**src/rtl/crc_pkg.sv**
```systemverilog
// Shared definitions for the CRC link: FSM state encoding, default CRC-8
// polynomial and init value, and the default payload/CRC width pair.
// The receiver side imports the same package so both ends agree.
package crc_pkg;

  localparam int BW_DEFAULT     = 40;
  localparam int CRC_BW_DEFAULT = 8;

  localparam logic [7:0] CRC8_POLY = 8'h07;
  localparam logic [7:0] CRC8_INIT = 8'h00;

  typedef enum logic [1:0] {
    IDLE = 2'd0,
    CALC = 2'd1,
    DONE = 2'd2
  } crc_state_e;

endpackage

```
**src/rtl/crc_lfsr_step.sv**
```systemverilog
// One-bit combinational LFSR update: shifts one message bit into a
// CRC_BW-wide CRC register, MSB first, modulo-2, overflow discarded.
// Reusable by the receiver checker.
module crc_lfsr_step
  import crc_pkg::*;
#(
  parameter int                CRC_BW = CRC_BW_DEFAULT,
  parameter logic [CRC_BW-1:0] POLY   = CRC_BW'(CRC8_POLY)
) (
  input  logic [CRC_BW-1:0] crc_i,
  input  logic              bit_i,
  output logic [CRC_BW-1:0] crc_o
);

  logic fb;

  // Feedback is the bit leaving the register XORed with the incoming message bit.
  assign fb    = crc_i[CRC_BW-1] ^ bit_i;
  assign crc_o = {crc_i[CRC_BW-2:0], 1'b0} ^ (fb ? POLY : '0);

endmodule

```
**src/rtl/crc_transmitter.sv**
```systemverilog
// Bit-serial CRC encoder: accepts a BW-bit payload, runs it MSB first
// through an LFSR one bit per clock, then presents {payload, crc}.
// Optional macro CRC_TX_ERR_INJECT_EN adds err_en/err_mask ports that XOR a
// latched mask onto the codeword (CRC is still computed on the clean payload).
module crc_transmitter
  import crc_pkg::*;
#(
  parameter int                BW     = BW_DEFAULT,
  parameter int                CRC_BW = CRC_BW_DEFAULT,
  parameter logic [CRC_BW-1:0] POLY   = CRC_BW'(CRC8_POLY),
  parameter logic [CRC_BW-1:0] INIT   = CRC_BW'(CRC8_INIT)
) (
  input  logic                 clk,
  input  logic                 rstn,
  input  logic                 in_valid,
  output logic                 in_ready,
  input  logic [BW-1:0]        in,
  output logic                 out_valid,
  input  logic                 out_ready,
  output logic [BW+CRC_BW-1:0] out,
`ifdef CRC_TX_ERR_INJECT_EN
  input  logic                 err_en,
  input  logic [BW+CRC_BW-1:0] err_mask,
`endif
  output logic                 busy
);

  localparam int CW    = BW + CRC_BW;
  localparam int CNT_W = (BW > 1) ? $clog2(BW) : 1;

  crc_state_e        state_q, state_d;
  logic [BW-1:0]     shift_q, shift_d;
  logic [BW-1:0]     hold_q,  hold_d;
  logic [CRC_BW-1:0] crc_q,   crc_d;
  logic [CNT_W-1:0]  cnt_q,   cnt_d;
  logic [CRC_BW-1:0] crc_step;
  logic [CW-1:0]     mask_q,  mask_d;

  crc_lfsr_step #(
    .CRC_BW (CRC_BW),
    .POLY   (POLY)
  ) u_step (
    .crc_i (crc_q),
    .bit_i (shift_q[BW-1]),
    .crc_o (crc_step)
  );

  // Next-state and datapath update for the IDLE/CALC/DONE sequence.
  always_comb begin
    // NOTE: every variable gets a default first so no path leaves it unassigned (no latches).
    state_d = state_q;
    shift_d = shift_q;
    hold_d  = hold_q;
    crc_d   = crc_q;
    cnt_d   = cnt_q;
    mask_d  = mask_q;
    unique case (state_q)
      IDLE: begin
        if (in_valid) begin
          shift_d = in;
          hold_d  = in;
          crc_d   = INIT;
          cnt_d   = CNT_W'(BW - 1);
`ifdef CRC_TX_ERR_INJECT_EN
          mask_d  = err_en ? err_mask : '0;
`else
          mask_d  = '0;
`endif
          state_d = CALC;
        end
      end
      CALC: begin
        crc_d   = crc_step;
        shift_d = shift_q << 1;
        if (cnt_q == '0) begin
          state_d = DONE;
        end else begin
          cnt_d = cnt_q - 1'b1;
        end
      end
      DONE: begin
        if (out_ready) begin
          state_d = IDLE;
        end
      end
      default: state_d = IDLE;
    endcase
  end

  // State and datapath registers; reset discards any payload or CRC in flight.
  always_ff @(posedge clk or negedge rstn) begin
    if (!rstn) begin
      // NOTE: the payload copy and CRC are reset too, since they drive out directly and out must read zero after reset.
      state_q <= IDLE;
      shift_q <= '0;
      hold_q  <= '0;
      crc_q   <= '0;
      cnt_q   <= '0;
      mask_q  <= '0;
    end else begin
      // NOTE: non-blocking assignments so every register samples pre-edge values.
      state_q <= state_d;
      shift_q <= shift_d;
      hold_q  <= hold_d;
      crc_q   <= crc_d;
      cnt_q   <= cnt_d;
      mask_q  <= mask_d;
    end
  end

  // Handshake outputs decode state only; the codeword comes straight from registers.
  assign in_ready  = (state_q == IDLE);
  assign out_valid = (state_q == DONE);
  assign busy      = (state_q == CALC) || (state_q == DONE);
  assign out       = {hold_q, crc_q} ^ mask_q;

endmodule
```
**config.mk**
```make
export PLATFORM = sky130hd
export DESIGN_NAME = crc_transmitter
export DESIGN_NICKNAME = d
export VERILOG_FILES = /design/src/rtl/crc_pkg.sv /design/src/rtl/crc_lfsr_step.sv /design/src/rtl/crc_transmitter.sv
export SDC_FILE = /design/constraint.sdc
export NUM_CORES = 1
export LEC_CHECK = 0
export BUFFER_PORTS_ARGS = -buffer_cell sky130_fd_sc_hd__clkbuf_2
export CAP_MARGIN = 20
export CORE_MARGIN = 2
export CORE_UTILIZATION = 54
export DETAILED_ROUTE_END_ITERATION = 7
export GPL_TIMING_DRIVEN = 0
export HOLD_SLACK_MARGIN = 0.1
export PLACE_DENSITY = 0.8
export SYNTH_ARGS = -nofsm -noshare
export SYNTH_HDL_FRONTEND = slang
export SYNTH_SLANG_ARGS = --single-unit
```
**constraint.sdc**
```tcl
create_clock -name clk -period 2.05 [get_ports clk]
set_input_delay 0.205 -clock clk [delete_from_list [all_inputs] [get_ports clk]]
set_output_delay 0.205 -clock clk [all_outputs]
set_load 0.01 [all_outputs]
```
Word-level counts from Yosys, hierarchy flattened. Cells that the tools add are included.

$add $sub $neg: 1. Equality and inequality tests: 6. Mux-type cells: 12. Bitwise logic cells: 2. Reduce and logical (&&, ||, !) cells: 8.

Operators by type and width (count): $pmux W40 S2 (1); $mux W40 (1); $pmux W8 S2 (1); $mux W6 (2); $pmux W6 S2 (1); $mux W8 (1); $xor A8 B8 Y8 (1); $logic_not A6 Y1 (1); $mux W2 (3); $ne A2 B2 Y1 const B (3); $pmux W2 S3 (1); $reduce_and A3 Y1 (2); $sub A6 B1 Y6 const B (1); $reduce_and A2 Y1 (2); $mux W3 (1); $eq A2 B1 Y1 const B (1); $eq A2 B2 Y1 const B (1); $logic_not A2 Y1 (1); $ne A2 B1 Y1 const B (1); $reduce_bool A2 Y1 (1); $logic_or A1 B1 Y1 (1); $xor A1 B1 Y1 (1).

Register bits: 96. Input bits: 44. Output and inout bits: 51. Word-level logic and storage cells: 34.

Depth between registers and ports, before layout. Gate-level depths: netlist of the first run.

Word-level depth: 4. Mapped depth: 8. Mapped depth without buffers: 6.

Modules after synthesis. A second synthesis of the first run with hierarchy kept.

Cell total of the unflattened synthesis: 342. Area, all modules: 4191.5 sq um.

Modules (own cells, without submodules): crc_transmitter (instances 1, cells each 333, area an instance 4090.2 sq um, seq. area each 2402.3 sq um); crc_lfsr_step (instances 1, cells each 9, area an instance 101.3 sq um, seq. area each 0.0 sq um).

Least setup slack after synthesis of the first run. OpenSTA, ideal clock, no wires.

Kind: register -> register. Start: register state_q[0]. End: register shift_q[5]. Setup time: 73 ps. Data arrival time: 1614 ps. Data required time: 1977 ps. Setup slack: 363 ps. Stages on the path, launching flop included: 8. Buffers on the path: 3. Period minus slack after synthesis: 1687 ps. Cells stage by stage: dfrtp_1 inv_1 ha_1 mux2_2 buf_6 buf_6 buf_6 a21oi_2.

Longest elaborated chain between the ends: 3. Elaborated cells on any way between the ends: 6. Classes of those cells: eq/ne (2); mux (1); reduce/logical (3).

Ends and longest elaborated chain: from (decl) (RTL line crc_transmitter.sv:31) `crc_state_e state_q, state_d;`; from (signal assigned) (RTL line crc_transmitter.sv:102) `state_q <= state_d;`; $logic_not A2 Y1 (*); named net in_ready (RTL line crc_transmitter.sv:16) `output logic in_ready,`; $ne A2 B2 Y1 (no source line) or $reduce_bool A2 Y1 (tied branches); $reduce_and A2 Y1 (no source line); to (signal assigned) (RTL line crc_transmitter.sv:103) `shift_q <= shift_d;`; to (decl) (RTL line crc_transmitter.sv:32) `logic [BW-1:0] shift_q, shift_d;`.

Mark *: on every way through the listed nets, which the timed path passes. The rest lies on a longest branch. A chain may end at the register's enable or synchronous reset.

Final worst setup path of the first run.
Start: register cnt_q[0]. End: register state_q[0].

Longest elaborated chain between the ends: 3.

Ends and longest elaborated chain: from (decl) (RTL line crc_transmitter.sv:35) `logic [CNT_W-1:0] cnt_q, cnt_d;`; from (signal assigned) (RTL line crc_transmitter.sv:106) `cnt_q <= cnt_d;`; $logic_not A6 Y1 (RTL line crc_transmitter.sv:75) `if (cnt_q == '0) begin`; $ne A2 B2 Y1 (no source line); $reduce_and A3 Y1 (no source line).

Every way passes these cells.

==> summary.txt, run 1 <==
status: completed
simple-gate share of the synthesized area: 0.0641
worst-path cell chain: inv_1 > ha_1 > nor3b_2 > nand2_1 > a21oi_1 > mux2_2
Yosys Warn Count: 0
setup bufs post-CTS: 0
post-synthesis xor/xnor area fraction: 0.00626
largest family of logic cells by synthesized area: multiplexers
Synth Flop Type: dfrtp_1
Netlist Area Pre-Place: 4200 µm²
PD cells: 1520 nW/µm²
Final period util: 0.938
Post-synth ARST share: 1.00
synthesized instance count: 342
Worst R2R Setup Slack: 130 ps
port bufs: 94
CTS buffer count: 9
Finished Layout Cells: 591
clk_lat worst skew: 370 ps
area leader, netlist: dfrtp_1
Hold Crit Class: input pin to register
final setup TNS: 0 ps
H-tree depth: 3
Max Slew Vio Count: 0
WP buf/inv: 1
maximum vdd drop: 0.720 mV
multiplexer share of the synthesized area: 0.210
drt drc: 0
Seq/Total Area, Yosys: 0.573
final hold viol count: 0
Die H: 92.1 µm
drt wl/cell: 15.6 µm
clock-pin slew on the worst setup and hold paths: 90 ps
max incr delay on CP: 450 ps
vias in the first global route: 3184
FF+latch area: 2400 µm²
CP arrival: 2180 ps
Starting Density: 0.551
post-route ant nets: 0
gr usage total: 0.233
Syn Area/Cell: 12.3 µm²
Worst Setup Start Kind: register
GRT overflow: 0
share of cells above drive strength 1: 0.374
clock sink count: 96
largest net degree at the start of global routing: 68
Crit-path slowest cell: dfrtp_1
core region area: 7610 µm²
Synth top area share: 0.573
initial antenna violation count: 0
Yosys cell types: 32
Post-synth EDFFs: 0
adder-cell share of the synthesized area: 0.0149
DIE WIDTH: 92.1 µm
fmax: 520 MHz
setup ws final: 127 ps
die area: 8490 µm²
TritonRoute pass-1 iters: 4
RSZ-0062 raised after global routing: no
CTS root buf: clkbuf_8
CP Class: register to register
n_diodes: 0
post-synthesis net count: 391
Final GP Congestion: 0.817
CP endpoint kind: register
worst endpoint required time: 2310 ps
slew margin rel.: 0.664
CP top delay family: simple AND/OR/NAND/NOR gates
drt total wl: 9.23 mm
Compound-Gate Fraction of Synth Area: 0.0957
area of the multi-input gates: 1640 µm²
Placed Cells incl. Taps: 539
cell with the most instances after synthesis: dfrtp_1
post-route minimum period: 1920 ps
DR vias/cell: 5.35
list of most frequent post-synthesis cells: dfrtp_1, nor2_1, mux2i_1
synthesized flop and latch total: 96
HPWL after DPL: 6.20 mm
Layout Area Growth over Synthesis: 28.0%
CP Max Fanout: 5
initial drt markers: 86
number of max-cap violations: 0
CTS tree: built
Final Util: 0.706
io pins: 95
clk_skew: 4.88 ps
fill count: 559
final setup fails: 0
clock buffer depth: 2
vias: 3163
total power: 8160 µW
synth top area cells: dfrtp_1, mux2_2, mux2i_1
Lkg Pwr: 0.00258 µW
first-pass GRT wire length: 15.4 mm
Worst-Margin Slew: 504 ps
Core Rows: 32
dpl ws: 181 ps
Nets: 533
[per-layer routing]
layer,track usage,up-vias,part of all wire,routed length [µm]
met2,0.386,91,0.50,4610
li1,-,1479,-,-
met3,0.0444,21,0.040,369
met4,0.111,0,0.030,274
met5,0,-,0,0
met1,0.296,1572,0.43,3980
[state kept, by name, summed over array words and instances, names as in the netlist]
name	flops
cnt_q	6
crc_q	8
hold_q	40
shift_q	40
state_q	2
[layout by cell type, fill, tap and decap left out, types with 2 or more instances in the layout]
master         instances
nand3_1                3
inv_1                  7
clkbuf_2              93
a22o_1                 5
dfrtp_1               96
clkinvlp_4             3
buf_4                  3
clkinv_4               2
mux2_2                41
clkbuf_8              10
nand2b_1               2
mux2i_1               42
dlygate4sd3_1         36
nor2_1                44
buf_6                  3
a21oi_1               30
xor2_1                 2
a21oi_2               10
ha_1                   4
a22oi_1                2
o21ai_0                6
nand2_1               12
buf_2                 13
a31oi_1                3
[final cells by class]
type	count	area share
Buffer	20	0.0233
Tap cell	102	0.0238
Timing Repair Buffer	131	0.160
Sequential cell	96	0.447
Clock buffer	10	0.0256
Multi-Input combinational cell	219	0.306
Clock inverter	6	0.00839
Inverter	7	0.00489
[timing repair]
item                                    CTS  global route
endpoints found under the setup margin    0             2
endpoints found under the hold margin    63             1
resized for setup                         0             1
hold buffers                             35             1
[through the flow]
stage                     area, µm²  hold WS (ps)
after floorplan                4200         -90.6
after CTS                      5360           104
final                          5370           112
after global placement         4790           459
after detailed placement       4820           200
after global routing           5370           106
[report_power, final]
group,switching [µW],total (µW),internal (µW)
sequential,540,3350,2810
clock,673,1150,475
combinational,1940,3670,1720
[worst paths after layout]
kind,startpoint,to,depth (start not counted)
setup / recovery,cnt_q[0],state_q[0],6
hold / removal,in[11],hold_q[11],2
setup reg to reg,cnt_q[0],state_q[0],6
hold reg to reg,hold_q[0],hold_q[0],2
max in group asynchronous,rstn,shift_q[12],3
min in group asynchronous,rstn,hold_q[1],2
[logic make-up after synthesis]
group	count (synthesis)
flops	96
mux	83
simple gates	65
compound gates	63
buf+inv	27
fa+ha+maj	5
xor+xnor	3
Power figures use the tool's default switching activity.
==> run 2, diff against run 1 <==
Settings changed: SETUP_SLACK_MARGIN from default to 0.2.
==> summary.txt, run 2 (same netlist as run 1, synthesis figures left out) <==
clock buffer depth: 2 (unchanged)
CTS tree: built
sw power: 3170 µW (+0.41%)
core region area: 7610 µm² (unchanged)
Critical R2R Launch: state_q[0]
Hold Crit Class: input pin to register
CP endpoint kind: register
HPWL after DPL: 6.20 mm (unchanged)
n_diodes: 0 (unchanged)
Clk pwr share: 0.140 (about the same)
worst setup path end: shift_q[18]
clock-pin slew on the worst setup and hold paths: 90 ps (about the same)
maximum vdd drop: 0.722 mV (+0.29%)
clk_lat worst skew: 370 ps (about the same)
commonest non-fill, non-tap cell in the layout: dfrtp_1
largest net degree at the start of global routing: 68 (unchanged)
CP Class: register to register
most frequent cells in the layout: dfrtp_1, clkbuf_2, nor2_1, mux2i_1, mux2_2
status: completed
CTS buffer count: 9 (unchanged)
CP Max Fanout: 10 (+5)
first-pass GRT wire length: 15.4 mm (about the same)
Comb pwr share: 0.451 (+0.002)
slew margin rel.: 0.708 (+0.0434)
vias in the first global route: 3186 (+0.063%)
drt drc: 0 (unchanged)
sequential share of power: 0.409 (about the same)
Lkg Pwr: 0.00258 µW (+0.36%)
number of max-cap violations: 0 (unchanged)
fmax: 558 MHz (+7.2%)
drt total wl: 9.28 mm (+0.49%)
beginning of the worst hold path: in[14]
gr usage total: 0.233 (+0.000356)
clock sink count: 96 (unchanged)
CTS root buf: clkbuf_8
Starting Density: 0.551 (unchanged)
setup ws final: 257 ps (+130 ps)
initial drt markers: 80 (-7.0%)
GRT overflow: 0 (unchanged)
dpl ws: 181 ps (unchanged)
DR vias/cell: 5.30 (-0.99%)
PD cells: 1520 nW/µm² (-0.21%)
Fin Hold WS: 114 ps (+2.62 ps)
vias: 3137 (-0.82%)
DIE WIDTH: 92.1 µm (unchanged)
post-layout instance area: 5400 µm² (+0.61%)
Worst R2R Setup Slack: 260 ps (+130 ps)
Layout Area Growth over Synthesis: 28.8%
Final GP Congestion: 0.817 (unchanged)
Core Rows: 32 (unchanged)
initial antenna violation count: 0 (unchanged)
TritonRoute pass-1 iters: 4 (unchanged)
Worst-Margin Slew: 439 ps (-65.1 ps)
Nets: 534 (+0.19%)
Final period util: 0.875 (-0.0633)
post-route minimum period: 1790 ps (-130 ps)
io pins: 95 (unchanged)
worst endpoint required time: 2300 ps (about the same)
clk_skew: 6.64 ps (+1.76 ps)
P_int: 5020 µW (+0.38%)
post-route ant nets: 0 (unchanged)
share of cells above drive strength 1: 0.388 (+0.0135)
Placed Area: 4820 µm² (unchanged)
Worst Setup Start Kind: register
R2R cell count: 7 (+1)
die area: 8490 µm² (unchanged)
Critical Path Source: state_q[0]
final setup fails: 0 (unchanged)
CP arrival: 2040 ps (-140 ps)
port bufs: 94 (unchanged)
final hold viol count: 0 (unchanged)
Sw Share: 0.387 (about the same)
RSZ-0062 raised after global routing: yes
biggest regs: hold_q x40, shift_q x40, crc_q x8
H-tree depth: 3 (unchanged)
drt wl/cell: 15.7 µm (+0.32%)
Die H: 92.1 µm (unchanged)
total power: 8190 µW (+0.39%)
Max Slew Vio Count: 0 (unchanged)
r2r endpoint: shift_q[18]
-- run 2: cell types whose count changed in the layout (fill, tap and decap cells not counted), sizes merged --
cell / change
clkbuf: +3
buf: -2
-- run 2: layout make-up --
cell class | count | area [µm²]
buffer | 20 | 136
clock buffer | 10 | 138
clock inverter | 6 | 45.0
fill | 553 | 2210
inverter | 7 | 26.3
multi-input combinational | 219 | 1660
sequential | 96 | 2400
tap | 102 | 128
timing repair buffer | 132 | 868
-- run 2: critical path, cell delays in order (launching register included) --
cell,delay [ps]
dfrtp_1,410
inv_1,90
ha_2,280
mux2_2,360
buf_6,140
buf_4,170
nor2_1,150
a21oi_1,70
-- run 2: routing by layer --
metal / GRT usage / vias up / wire, µm
met1: 0.298 / 1553 / 4030
met3: 0.0444 / 23 / 339
met5: 0 / - / 0
met2: 0.382 / 85 / 4640
li1: - / 1476 / -
met4: 0.117 / 0 / 274
-- run 2: timing repair --
item                                    4_1_cts  5_1_grt
resized for setup                             2       11
endpoints found under the setup margin        3       89
pin swaps                                     0        0
hold buffers                                 35        1
setup buffers                                 0        1
hold endpoints to repair                     63        1
-- run 2: power by group through the flow --
stage / logic (µW) / registers, µW / clock network (µW)
6_report: 3690 / 3350 / 1150
5_1_grt: 4070 / 3460 / 1260
4_1_cts: 3700 / 3340 / 1170
3_5_place_dp: 3610 / 3370 / 0
3_3_place_gp: 3470 / 3300 / 0
2_1_floorplan: 2310 / 3480 / 0
-- run 2: through the flow --
| step | instances | utilization | setup TNS, ps |
|---|---|---|---|
| CTS | 590 | 0.705 | 0 |
| global placement | 538 | 0.630 | -33640 |
| finish | 592 | 0.710 | 0 |
| detailed placement | 539 | 0.634 | 0 |
| global route | 592 | 0.710 | 0 |
| floorplan | 342 | - | 0 |
-- run 2: worst min-delay path by stage --
stage / end / depth (start not counted)
after floorplan: cnt_q[0] / 0
after global placement: hold_q[0] / 3
after detailed placement: hold_q[3] / 1
after CTS: hold_q[19] / 2
after global routing: hold_q[14] / 2
final: hold_q[14] / 2
